**config.mk**
```make
export PLATFORM = sky130hd
export DESIGN_NAME = wb_rr_intercon
export DESIGN_NICKNAME = d
export VERILOG_FILES = /design/src/rtl/wb_rr_intercon.sv
export SDC_FILE = /design/constraint.sdc
export NUM_CORES = 1
export LEC_CHECK = 0
export CORE_AREA = 10 10 129 131
export CTS_BUF_LIST = sky130_fd_sc_hd__clkbuf_4 sky130_fd_sc_hd__clkbuf_8 sky130_fd_sc_hd__clkbuf_16
export DETAILED_ROUTE_END_ITERATION = 8
export DIE_AREA = 0 0 139 141
export GPL_ROUTABILITY_DRIVEN = 0
export PLACE_DENSITY = 0.68
export SYNTH_ARGS = -nofsm -noshare
export SYNTH_HDL_FRONTEND = slang
export SYNTH_SLANG_ARGS = --single-unit
```
**constraint.sdc**
```tcl
create_clock -name clk_i -period 2.1 [get_ports clk_i]
set_input_delay 0.21 -clock clk_i [delete_from_list [all_inputs] [get_ports clk_i]]
set_output_delay 0.21 -clock clk_i [all_outputs]
set_load 0.005 [all_outputs]
```
**src/rtl/wb_rr_intercon.sv**
```systemverilog
// Purpose: round-robin multi-master / multi-slave Wishbone shared bus with address decode and bus-error generation.
// Latency: 1-cycle registered arbitration; address, data and ack/err are forwarded combinationally once granted.
// Backpressure: masters wait on ack/err; unmapped accesses and slaves hung past TIMEOUT receive an interconnect err.
module wb_rr_intercon #(
  parameter int MASTERS_NUM = 2,
  parameter int SLAVES_NUM  = 3,
  parameter int ADR_WIDTH   = 32,
  parameter int DAT_WIDTH   = 32,
  parameter int SEL_WIDTH   = 4,
  parameter logic [SLAVES_NUM*ADR_WIDTH-1:0] SLAVE_BASE = {32'h2000_0000, 32'h1000_0000, 32'h0000_0000},
  parameter logic [SLAVES_NUM*ADR_WIDTH-1:0] SLAVE_MASK = {32'hF000_0000, 32'hF000_0000, 32'hF000_0000},
  parameter int TIMEOUT     = 255
) (
  input  logic                           clk_i,
  input  logic                           rst_i,
  input  logic [MASTERS_NUM-1:0]         m2i_cyc_i,
  input  logic [MASTERS_NUM-1:0]         m2i_stb_i,
  input  logic [MASTERS_NUM-1:0]         m2i_we_i,
  input  logic [MASTERS_NUM*ADR_WIDTH-1:0] m2i_adr_i,
  input  logic [MASTERS_NUM*DAT_WIDTH-1:0] m2i_dat_i,
  input  logic [MASTERS_NUM*SEL_WIDTH-1:0] m2i_sel_i,
  output logic [MASTERS_NUM-1:0]         i2m_ack_o,
  output logic [MASTERS_NUM-1:0]         i2m_err_o,
  output logic [DAT_WIDTH-1:0]           i2m_dat_o,
  input  logic [SLAVES_NUM-1:0]          s2i_ack_i,
  input  logic [SLAVES_NUM-1:0]          s2i_err_i,
  input  logic [SLAVES_NUM*DAT_WIDTH-1:0] s2i_dat_i,
  output logic [SLAVES_NUM-1:0]          i2s_stb_o,
  output logic                           i2s_cyc_o,
  output logic [ADR_WIDTH-1:0]           i2s_adr_o,
  output logic [DAT_WIDTH-1:0]           i2s_dat_o,
  output logic [SEL_WIDTH-1:0]           i2s_sel_o,
  output logic                           i2s_we_o,
  output logic [MASTERS_NUM-1:0]         grant_o
);

  localparam int MW = (MASTERS_NUM > 1) ? $clog2(MASTERS_NUM) : 1;
  localparam int SW = (SLAVES_NUM > 1) ? $clog2(SLAVES_NUM) : 1;

  typedef enum logic {ST_IDLE, ST_GRANTED} state_t;

  state_t          state;
  logic [MW-1:0]   grant_idx;
  logic [MW-1:0]   rr_ptr;
  logic [7:0]      wd_cnt;
  logic            err_pend;
  logic            miss_seen;

  logic [MW-1:0]   next_idx;
  logic [MW-1:0]   cand;
  logic            req_found;
  logic            hit_any;
  logic [SW-1:0]   hit_idx;
  logic            granted, access, s_ack, s_err, wd_fire;

  // Unpacked views of the packed buses so the muxes index by grant/decode result.
  logic [ADR_WIDTH-1:0] m_adr_a [MASTERS_NUM];
  logic [DAT_WIDTH-1:0] m_dat_a [MASTERS_NUM];
  logic [SEL_WIDTH-1:0] m_sel_a [MASTERS_NUM];
  logic [DAT_WIDTH-1:0] s_dat_a [SLAVES_NUM];

  for (genvar i = 0; i < MASTERS_NUM; i++) begin : g_mst
    assign m_adr_a[i] = m2i_adr_i[i*ADR_WIDTH +: ADR_WIDTH];
    assign m_dat_a[i] = m2i_dat_i[i*DAT_WIDTH +: DAT_WIDTH];
    assign m_sel_a[i] = m2i_sel_i[i*SEL_WIDTH +: SEL_WIDTH];
  end

  for (genvar j = 0; j < SLAVES_NUM; j++) begin : g_slv
    assign s_dat_a[j] = s2i_dat_i[j*DAT_WIDTH +: DAT_WIDTH];
  end

  logic                 m_cyc, m_stb, m_we;
  logic [ADR_WIDTH-1:0] m_adr;

  assign granted = (state == ST_GRANTED);
  assign m_cyc   = m2i_cyc_i[grant_idx];
  assign m_stb   = m2i_stb_i[grant_idx];
  assign m_we    = m2i_we_i[grant_idx];
  assign m_adr   = m_adr_a[grant_idx];

  // Round-robin search: first requester after the last owner, wrapping.
  always_comb begin
    next_idx  = rr_ptr;
    cand      = rr_ptr;
    req_found = 1'b0;
    for (int k = 1; k <= MASTERS_NUM; k++) begin
      cand = MW'((int'(rr_ptr) + k) % MASTERS_NUM);
      if (!req_found && m2i_cyc_i[cand]) begin
        req_found = 1'b1;
        next_idx  = cand;
      end
    end
  end

  // Address decode; scanning downwards lets the lowest matching slave win.
  always_comb begin
    hit_any = 1'b0;
    hit_idx = '0;
    for (int j = SLAVES_NUM - 1; j >= 0; j--) begin
      if ((m_adr & SLAVE_MASK[j*ADR_WIDTH +: ADR_WIDTH]) ==
          (SLAVE_BASE[j*ADR_WIDTH +: ADR_WIDTH] & SLAVE_MASK[j*ADR_WIDTH +: ADR_WIDTH])) begin
        hit_any = 1'b1;
        hit_idx = SW'(j);
      end
    end
  end

  assign access  = granted & m_cyc & m_stb;
  assign s_ack   = access & hit_any & s2i_ack_i[hit_idx];
  assign s_err   = access & hit_any & s2i_err_i[hit_idx];
  // A slave response in the timeout cycle takes priority over the watchdog.
  assign wd_fire = access & hit_any & ~s_ack & ~s_err & (wd_cnt == 8'(TIMEOUT - 1));

  assign i2s_cyc_o = granted & m_cyc;
  assign i2s_we_o  = granted & m_we;
  assign i2s_adr_o = granted ? m_adr : '0;
  assign i2s_dat_o = granted ? m_dat_a[grant_idx] : '0;
  assign i2s_sel_o = granted ? m_sel_a[grant_idx] : '0;
  assign i2s_stb_o = (access & hit_any) ? (SLAVES_NUM'(1) << hit_idx) : '0;
  assign i2m_dat_o = (access & hit_any) ? s_dat_a[hit_idx] : '0;

  // grant_o is zero outside GRANTED, so it doubles as the response steering mask.
  assign i2m_ack_o = (s_ack & ~s_err) ? grant_o : '0;
  assign i2m_err_o = (granted & (s_err | wd_fire | err_pend)) ? grant_o : '0;

  // Arbitration FSM with watchdog and unmapped-address error tracking.
  always_ff @(posedge clk_i) begin
    if (!rst_i) begin
      state     <= ST_IDLE;
      grant_idx <= '0;
      grant_o   <= '0;
      rr_ptr    <= MW'(MASTERS_NUM - 1);
      wd_cnt    <= 8'd0;
      err_pend  <= 1'b0;
      miss_seen <= 1'b0;
    end else begin
      case (state)
        ST_IDLE: begin
          wd_cnt    <= 8'd0;
          err_pend  <= 1'b0;
          miss_seen <= 1'b0;
          if (req_found) begin
            state     <= ST_GRANTED;
            grant_idx <= next_idx;
            grant_o   <= MASTERS_NUM'(1) << next_idx;
          end
        end
        ST_GRANTED: begin
          if (!m_cyc) begin
            state     <= ST_IDLE;
            rr_ptr    <= grant_idx;
            grant_o   <= '0;
            wd_cnt    <= 8'd0;
            err_pend  <= 1'b0;
            miss_seen <= 1'b0;
          end else begin
            // One err pulse per held miss strobe; miss_seen stays set until stb drops.
            err_pend  <= access & ~hit_any & ~miss_seen;
            miss_seen <= access & ~hit_any;
            wd_cnt    <= (access & hit_any & ~s_ack & ~s_err & ~wd_fire) ? wd_cnt + 8'd1 : 8'd0;
          end
        end
        default: state <= ST_IDLE;
      endcase
    end
  end

endmodule

```
Yosys cells after proc, flatten, opt, wreduce, memory -nomap -nowiden. Index checks and enable logic that the tools add are counted.

Muxes and demuxes: 56. Reductions and logical operators: 6. Bitwise logic cells: 25. $add $sub $neg: 3. Multipliers: 0. Eq/ne operators: 5. $lt $le $gt $ge: 6. Div/mod/pow operators: 0. Shift operators: 2.

Operator list (number): 32-bit 2-to-1 mux (11); 32-bit binary-select mux with 2-bit select (1); 32-bit logical NOT (1); 1-bit 2-to-1 mux (23); 4-bit 2-to-1 mux (4); 8-bit 2-to-1 mux (2); 8-bit one-hot mux with 2 select lines (1); 1-bit AND (14); 2-bit 2-to-1 mux (7); 8-bit by 1-bit adder with 8-bit output (second input constant) (1); 8-bit == test (second input constant) (1); 1-bit inverter (7); 1-bit by 2-bit less-than comparator with 1-bit output (second input constant) (3); 1-bit one-hot mux with 2 select lines (3); 2-bit AND reduction (3); 1-bit binary-select mux with 2-bit select (2); 4-bit by 1-bit == test with 1-bit output (second input constant) (1); 4-bit by 2-bit == test with 1-bit output (second input constant) (1); 2-bit inequality test (second input constant) (2); 2-bit one-hot mux with 2 select lines (1); 3-bit greater-or-equal comparator (second input constant) (1); 2-bit by 3-bit less-than comparator with 1-bit output (second input constant) (1); 3-bit 2-to-1 mux (1); 2-bit inverter with 3-bit output (1); other kinds (8) (10).

Register bits after elaboration: 15. ROM bits: 0. Output and inout bits: 111. Latch bits: 0. Bits of input ports: 246. Word-level logic and storage cells: 110. RAM bits: 0. Memories: 0.

Depth between registers and ports, before layout. Gate-level depths: netlist (run 1).

Word-level depth: 20. Gate-level depth with buffers: 8.

Least setup slack after synthesis (run 1). No wires, ideal clock.

Path kind: reg-to-output. Start: register grant_idx. End: output port i2m_dat_o[0]. Required time: 1.890 ns. Stages on the path, launching flop included: 8. Arrival time: 1.703 ns. Path buffers: 3. Setup slack: 0.187 ns. Path through: dfxtp_1 buf_6 or3_4 a211oi_1 nand2b_1 clkbuf_1 buf_2 a211oi_1.

Cells in the longest elaborated chain, start to end: 13.

RTL lines: from (decl) (line 43) `logic [MW-1:0] grant_idx;`; from (signal assigned) (line 144) `grant_idx <= next_idx;`; 1-bit inverter with 2-bit output (not written as such) (line 79) `assign m_adr = m_adr_a[grant_idx];`; 32-bit 2-to-1 mux (not written as such) (3 in a row) (line 79); 4-bit by 2-bit == test with 1-bit output (line 100) `if ((m_adr & SLAVE_MASK[j*ADR_WIDTH +: ADR_WIDTH]) ==`; 2-bit 2-to-1 mux (3 in a row) (line 100); 2-bit inverter with 3-bit output (not written as such) (line 120) `assign i2m_dat_o = (access & hit_any) ? s_dat_a[hit_idx] : '0;`; 32-bit binary-select mux with 2-bit select (line 120); 32-bit 2-to-1 mux (not written as such) (2 in a row) (line 120); 32-bit 2-to-1 mux * (line 120); to (decl) (line 24) `output logic [DAT_WIDTH-1:0] i2m_dat_o,`.

Every way passes the cells marked *; elsewhere a longest branch is shown, timed or not. The select of a mux whose other input is x is not followed.

Worst setup path in the final report (run 1).
Start: register grant_idx. End: output port i2m_ack_o[0].

Cells in the longest elaborated chain, start to end: 14.

RTL lines: 1-bit inverter with 2-bit output (not written as such) (line 79); 32-bit 2-to-1 mux (not written as such) (3 in a row) (line 79); 4-bit by 2-bit == test with 1-bit output (line 100); 2-bit 2-to-1 mux (3 in a row) (line 100); 1-bit binary-select mux with 2-bit select (line 110) `assign s_err = access & hit_any & s2i_err_i[hit_idx];`; 1-bit 2-to-1 mux (not written as such) (line 110); 1-bit AND (line 110); 1-bit inverter (line 123) `assign i2m_ack_o = (s_ack & ~s_err) ? grant_o : '0;`; 1-bit AND * (line 123); 2-bit 2-to-1 mux * (line 123); to (decl) (line 22) `output logic [MASTERS_NUM-1:0] i2m_ack_o,`.

Marks and branches as above.

==> results of run 1 <==
-- worst register-to-register path: cells and delay by family (launching register included) --
family / cells / cell delay [ps]
AND/OR/NAND/NOR: 4 / 810
AO/OA/AOI/OAI: 1 / 320
flip-flops: 1 / 360
buffers and inverters: 3 / 410
-- final cells by class --
| type | instances | area, um2 | area share (%) |
|---|---|---|---|
| diodes | 1 | 2.50 | 0.0332 |
| clock buffers | 3 | 75.1 | 0.995 |
| flip-flops and latches | 15 | 304 | 4.03 |
| multi-input cells | 326 | 2600 | 34.5 |
| inverters | 5 | 18.8 | 0.249 |
| clock inverters | 1 | 5.00 | 0.0663 |
| well taps | 184 | 230 | 3.05 |
| repair buffers | 431 | 4310 | 57.1 |
-- state kept, by name (all words and copies together) (netlist names) --
name	cells
miss_seen	1
rr_ptr	1
granted	1
wd_cnt	8
err_pend	1
grant_idx	1
grant_o	2
-- per-layer routing --
metal | part of all wire [%] | GRT usage, % | vias to the layer above
met4 | 1.9 | 4.94 | 0
met3 | 6.2 | 4.50 | 26
met2 | 53 | 34.9 | 191
met1 | 39 | 21.4 | 2079
li1 | - | - | 2147
met5 | 0 | 0 | -
-- worst min-delay path by stage --
stage	start	end	slack, ps	depth (start not counted)
after global routing	miss_seen	err_pend	410	1
after global placement	miss_seen	err_pend	380	1
after detailed placement	miss_seen	err_pend	390	1
after CTS	miss_seen	err_pend	400	1
final	miss_seen	err_pend	400	1
after floorplan	rst_i	rr_ptr	290	1
-- report_power, final --
| part | leakage, nW | switching [mW] | internal [mW] | total (mW) |
|---|---|---|---|---|
| clock | 0.0409 | 0.122 | 0.255 | 0.376 |
| sequential | 0.123 | 0.0111 | 0.295 | 0.307 |
| combinational | 3.05 | 0.496 | 0.897 | 1.39 |
| total | 3.21 | 0.629 | 1.45 | 2.08 |
-- metrics by stage --
step	instances	total power, mW
3_3_place_gp	929	1.51
5_1_grt	966	2.19
2_1_floorplan	378	0.710
6_report	966	2.08
3_5_place_dp	929	1.53
4_1_cts	960	2.05
-- timing repair --
action	in CTS	in global routing
buffers inserted	19	5
pin swaps	13	8
gates resized for setup	227	40
endpoints found under the hold margin	0	0
gates cloned	9	0
endpoints found under the setup margin	90	103
-- cells by family after synthesis --
logic type	share of synthesized area, %
and+or+nand+nor	27.4
muxes	38.8
AOI/OAI and AO/OA	13.5
buffers and inverters	6.18
DFF	11.2
xor gates and xnor gates	1.95
adders and majority gates	0.930
-- synth_stat cells, types with 2 or more instances --
library cell    n
nor2_1        125
mux2i_1       101
a211oi_1       33
buf_2          16
dfxtp_1        15
clkbuf_1       14
nand3_1         7
nand2_1         6
and3_1          4
inv_1           4
nand2b_1        4
a21oi_1         3
and2_1          3
xnor2_1         3
xor2_1          3
ha_1            2
mux2_2          2
nand4_1         2
nor3_1          2
nor3b_1         2
o21ai_0         2
==> results.cfg, run 1 <==
[outcome]
status = finished with violations
failed_checks = negative setup slack

[worst_setup_path]
slowest_stage = or3b_4
cp_max_fo = 6
path_class = reg -> out
worst-path-stages = 9
r2r_setup_slack_ps = 130
reg2reg_depth = 8
cp-startpoint = grant_idx
r2r-end = wd_cnt[7]
cp-end-kind = output pin
cp_num_buf_inv = 4
startpoint_type = flop
worst_path_most_repeated_cell = buf_6
crit_chain = or3b_4, buf_6, a2111o_1, o2111ai_2, nor3_4, buf_4, buf_6, and2_4, buf_6
slowest_delay_ps = 430
required_ps = 1890
r2r_start = grant_idx
critPathArrivalTime_ps = 2270
crit_path_end = i2m_ack_o[0]
crit_family = simple AND/OR/NAND/NOR gates

[layout]
final_cell_mix = 309 x clkdlybuf4s50_1, 109 x nor2_1, 96 x mux2i_1
fin_nets = 1030
fin_area_um2 = 7540
fillers = 1270
syn2layout_area_growth_pct = 180
final_common_cell = clkdlybuf4s50_1
drive_above_1_share_pct = 24.3
final_core_util_pct = 53.1

[cts]
cts.htree.levels = 1
clockBufferDepth = 2
cts_buffers = 3
cts_tree = done
clkLatencyLatePin_ps = 250
clk_pin_slew_ps = 50
hold_buffers = 0
cts.sinks = 15
cts-root-buf = clkbuf_16

[timing]
setup_tns_ps = -9750
fin_crit_ps = 2480
drv_slew = 0
min_period_over_period_pct = 118
hold_viol_final = 0
setup_viol = 38
rsz0062_at_grt = true
worst_slew_pin_slew_ps = 407
relSlewSlack_pct = 72.8
finClkSkew_ps = 0.912
worst_slack_ps = -380
whs_ps = 400
max_freq_ghz = 0.403

[floorplanning]
coreArea_um2 = 14200
start_util_pct = 18.9
die-area_um2 = 19600
die_y_um = 141
rows = 44
pin_count = 357
die_w_um = 139

[placement]
pre_cts_slack_ps = -928
port_buffers = 356
placed_area_um2 = 6700
dp_hpwl_um = 15900

[synthesis]
yosysUniqueCellTypes = 46
synth-seq-cells = 15
synth_edf_count = 0
synth_top_area_share_pct = 37.6
synth_warnings = 0
syn_inst = 378
synthFlopType = dfxtp_1
synth_top_area_cell = mux2i_1
synth_nets = 626
syn_area_per_cell_um2 = 7.12
synthTopCellsByArea = mux2i_1 38%, nor2_1 17%, dfxtp_1 11%
ys_seq_area_share_pct = 11.2
netlist_area_um2 = 2690
synthArstFlopShare_pct = 0

[drt]
avgViaCountPerCell = 4.60
drc = 0
wl_um = 20100
ant_nets = 0
vias = 4443
first_iter_violations = 201
firstDrtPassIters = 4
wl_per_cell_um = 20.8

[power]
ir_worst_vdd_uv = 193
cellPowerDensity_nw_per_um2 = 275
power_leakage_nw = 3.21

[global_routing]
grt_pass1_vias = 4804
grt_antenna_before_repair = 1
gr-total-overflow = 0
globalRouteTotalUtil_pct = 19.0
grt_pass1_wl_um = 29700
grt_max_degree = 51

[run]
drv_cap = 0

[hold_path]
hold_class = reg -> reg
Note: power is estimated with default switching activity, not from simulation.
==> inputs of run 2 (changes only) <==
SLEW_MARGIN = 20   (was default)
==> results of run 2 <==
Final layout, timing and power as in run 1 (identical DEF).
==> inputs of run 3 (changes only) <==
CORE_AREA = 2 2 140 142   (was 10 10 129 131)
DIE_AREA = 0 0 142 144   (was 0 0 139 141)
PLACE_DENSITY = 0.54   (was 0.68)
==> results.cfg, run 3 (synthesis results as in run 1) <==
[outcome]
status = finished with violations
failed_checks = negative setup slack

[global_routing]
globalRouteTotalUtil_pct = 15.1
grt_antenna_before_repair = 0
grt_max_degree = 60
grt_pass1_vias = 4045
gr-total-overflow = 0
grt_pass1_wl_um = 24000

[worst_setup_path]
cp-startpoint = grant_idx
path_class = reg -> out
crit_path_end = i2m_ack_o[0]
startpoint_type = flop
crit_chain = or3_4, a211oi_4, buf_4, nand2b_4, buf_8, nor3_4, and2_4, buf_6
cp-end-kind = output pin
slowest_delay_ps = 420
required_ps = 1890
cp_max_fo = 4
critPathArrivalTime_ps = 2160
r2r_setup_slack_ps = 80
slowest_stage = or3_4
reg2reg_depth = 7
r2r_start = grant_idx
r2r-end = wd_cnt[0]

[layout]
drive_above_1_share_pct = 24.3
final_cell_mix = 312 x clkdlybuf4s50_1, 120 x nor2_1, 92 x mux2i_1
largest-register = wd_cnt
fin_nets = 1034
layout.cells.non_filler = 1023
num_antenna_cells = 0
reg_top3 = wd_cnt (8), grant_o (2)
final_core_util_pct = 40.4
final_common_cell = clkdlybuf4s50_1
syn2layout_area_growth_pct = 186
largest_register_ffs = 8

[drt]
ant_nets = 0
firstDrtPassIters = 4
wl_um = 17500
first_iter_violations = 168
vias = 4320
avgViaCountPerCell = 4.22
wl_per_cell_um = 17.1
drc = 0

[timing]
fin_crit_ps = 2370
max_freq_ghz = 0.421
min_period_over_period_pct = 113
hold_viol_final = 0
rsz0062_at_grt = true
finClkSkew_ps = 1.67
worst_slew_pin_slew_ps = 367
drv_slew = 0
relSlewSlack_pct = 75.5
whs_ps = 391
setup_viol = 40
worst_slack_ps = -273
setup_tns_ps = -8110

[placement]
port_buffers = 356
dp_hpwl_um = 12900
dp.cells = 984

[cts]
clk_pin_slew_ps = 50
cts-root-buf = clkbuf_16
clkLatencyLatePin_ps = 250
cts_buffers = 3
cts.sinks = 15
clockBufferDepth = 2
cts.htree.levels = 1
cts_tree = done

[power]
power_leakage_nw = 3.22
cellPowerDensity_nw_per_um2 = 275
total_power_mw = 2.12
ir_worst_vdd_uv = 260

[floorplanning]
coreArea_um2 = 19100
die_y_um = 144
start_util_pct = 14.1
die-area_um2 = 20400
rows = 51
die_w_um = 142
pin_count = 357

[run]
drv_cap = 0

[hold_path]
hold_class = reg -> reg
[run 3: per-layer routing]
| layer | GRT usage (%) | share of wire [%] | up-vias |
|---|---|---|---|
| met5 | 0 | 0 | - |
| met4 | 2.37 | 1.1 | 0 |
| met3 | 2.55 | 6.2 | 14 |
| met2 | 26.3 | 49 | 156 |
| met1 | 19.9 | 44 | 1992 |
| li1 | - | - | 2158 |
[run 3: critical path: cells and delay by family, from the launching register on]
| family | cells | cell delay (ps) |
|---|---|---|
| buffers and inverters | 3 | 390 |
| AO/OA/AOI/OAI | 1 | 270 |
| AND/OR/NAND/NOR | 4 | 890 |
| flip-flops | 1 | 360 |
[run 3: area by class of cell]
type | instances | area [um2]
clock buffer | 4 | 82.6
fill | 1938 | 11400
inverter | 5 | 18.8
multi-input combinational | 326 | 2630
sequential | 15 | 304
tap | 238 | 298
timing repair buffer | 435 | 4370
[run 3: report_power, final]
part | switching, mW | internal (mW) | leakage [nW] | total (mW)
combinational | 0.493 | 0.930 | 3.05 | 1.42
clock | 0.123 | 0.271 | 0.0416 | 0.393
sequential | 0.0116 | 0.295 | 0.123 | 0.307
[run 3: what timing repair did]
action / CTS / global route
setup buffers: 18 / 12
pin swaps: 21 / 15
gates cloned: 6 / 3
resized for setup: 231 / 38
hold buffers: 0 / 0
endpoints found under the setup margin: 107 / 51
[run 3: how the worst min path moves through the flow]
stage | from | endpoint | slack [ps] | cells after the start
CTS | miss_seen | err_pend | 390 | 1
floorplan | rst_i | rr_ptr | 290 | 1
finish | miss_seen | err_pend | 390 | 1
global route | miss_seen | err_pend | 410 | 1
global placement | miss_seen | err_pend | 380 | 1
detailed placement | miss_seen | err_pend | 390 | 1
[run 3: per-stage QoR]
stage	setup WS (ps)	area [um2]
6_report	-273	7700
5_1_grt	-343	7700
4_1_cts	-313	7440
3_5_place_dp	-866	6810
3_3_place_gp	-931	6810
2_1_floorplan	187	2690
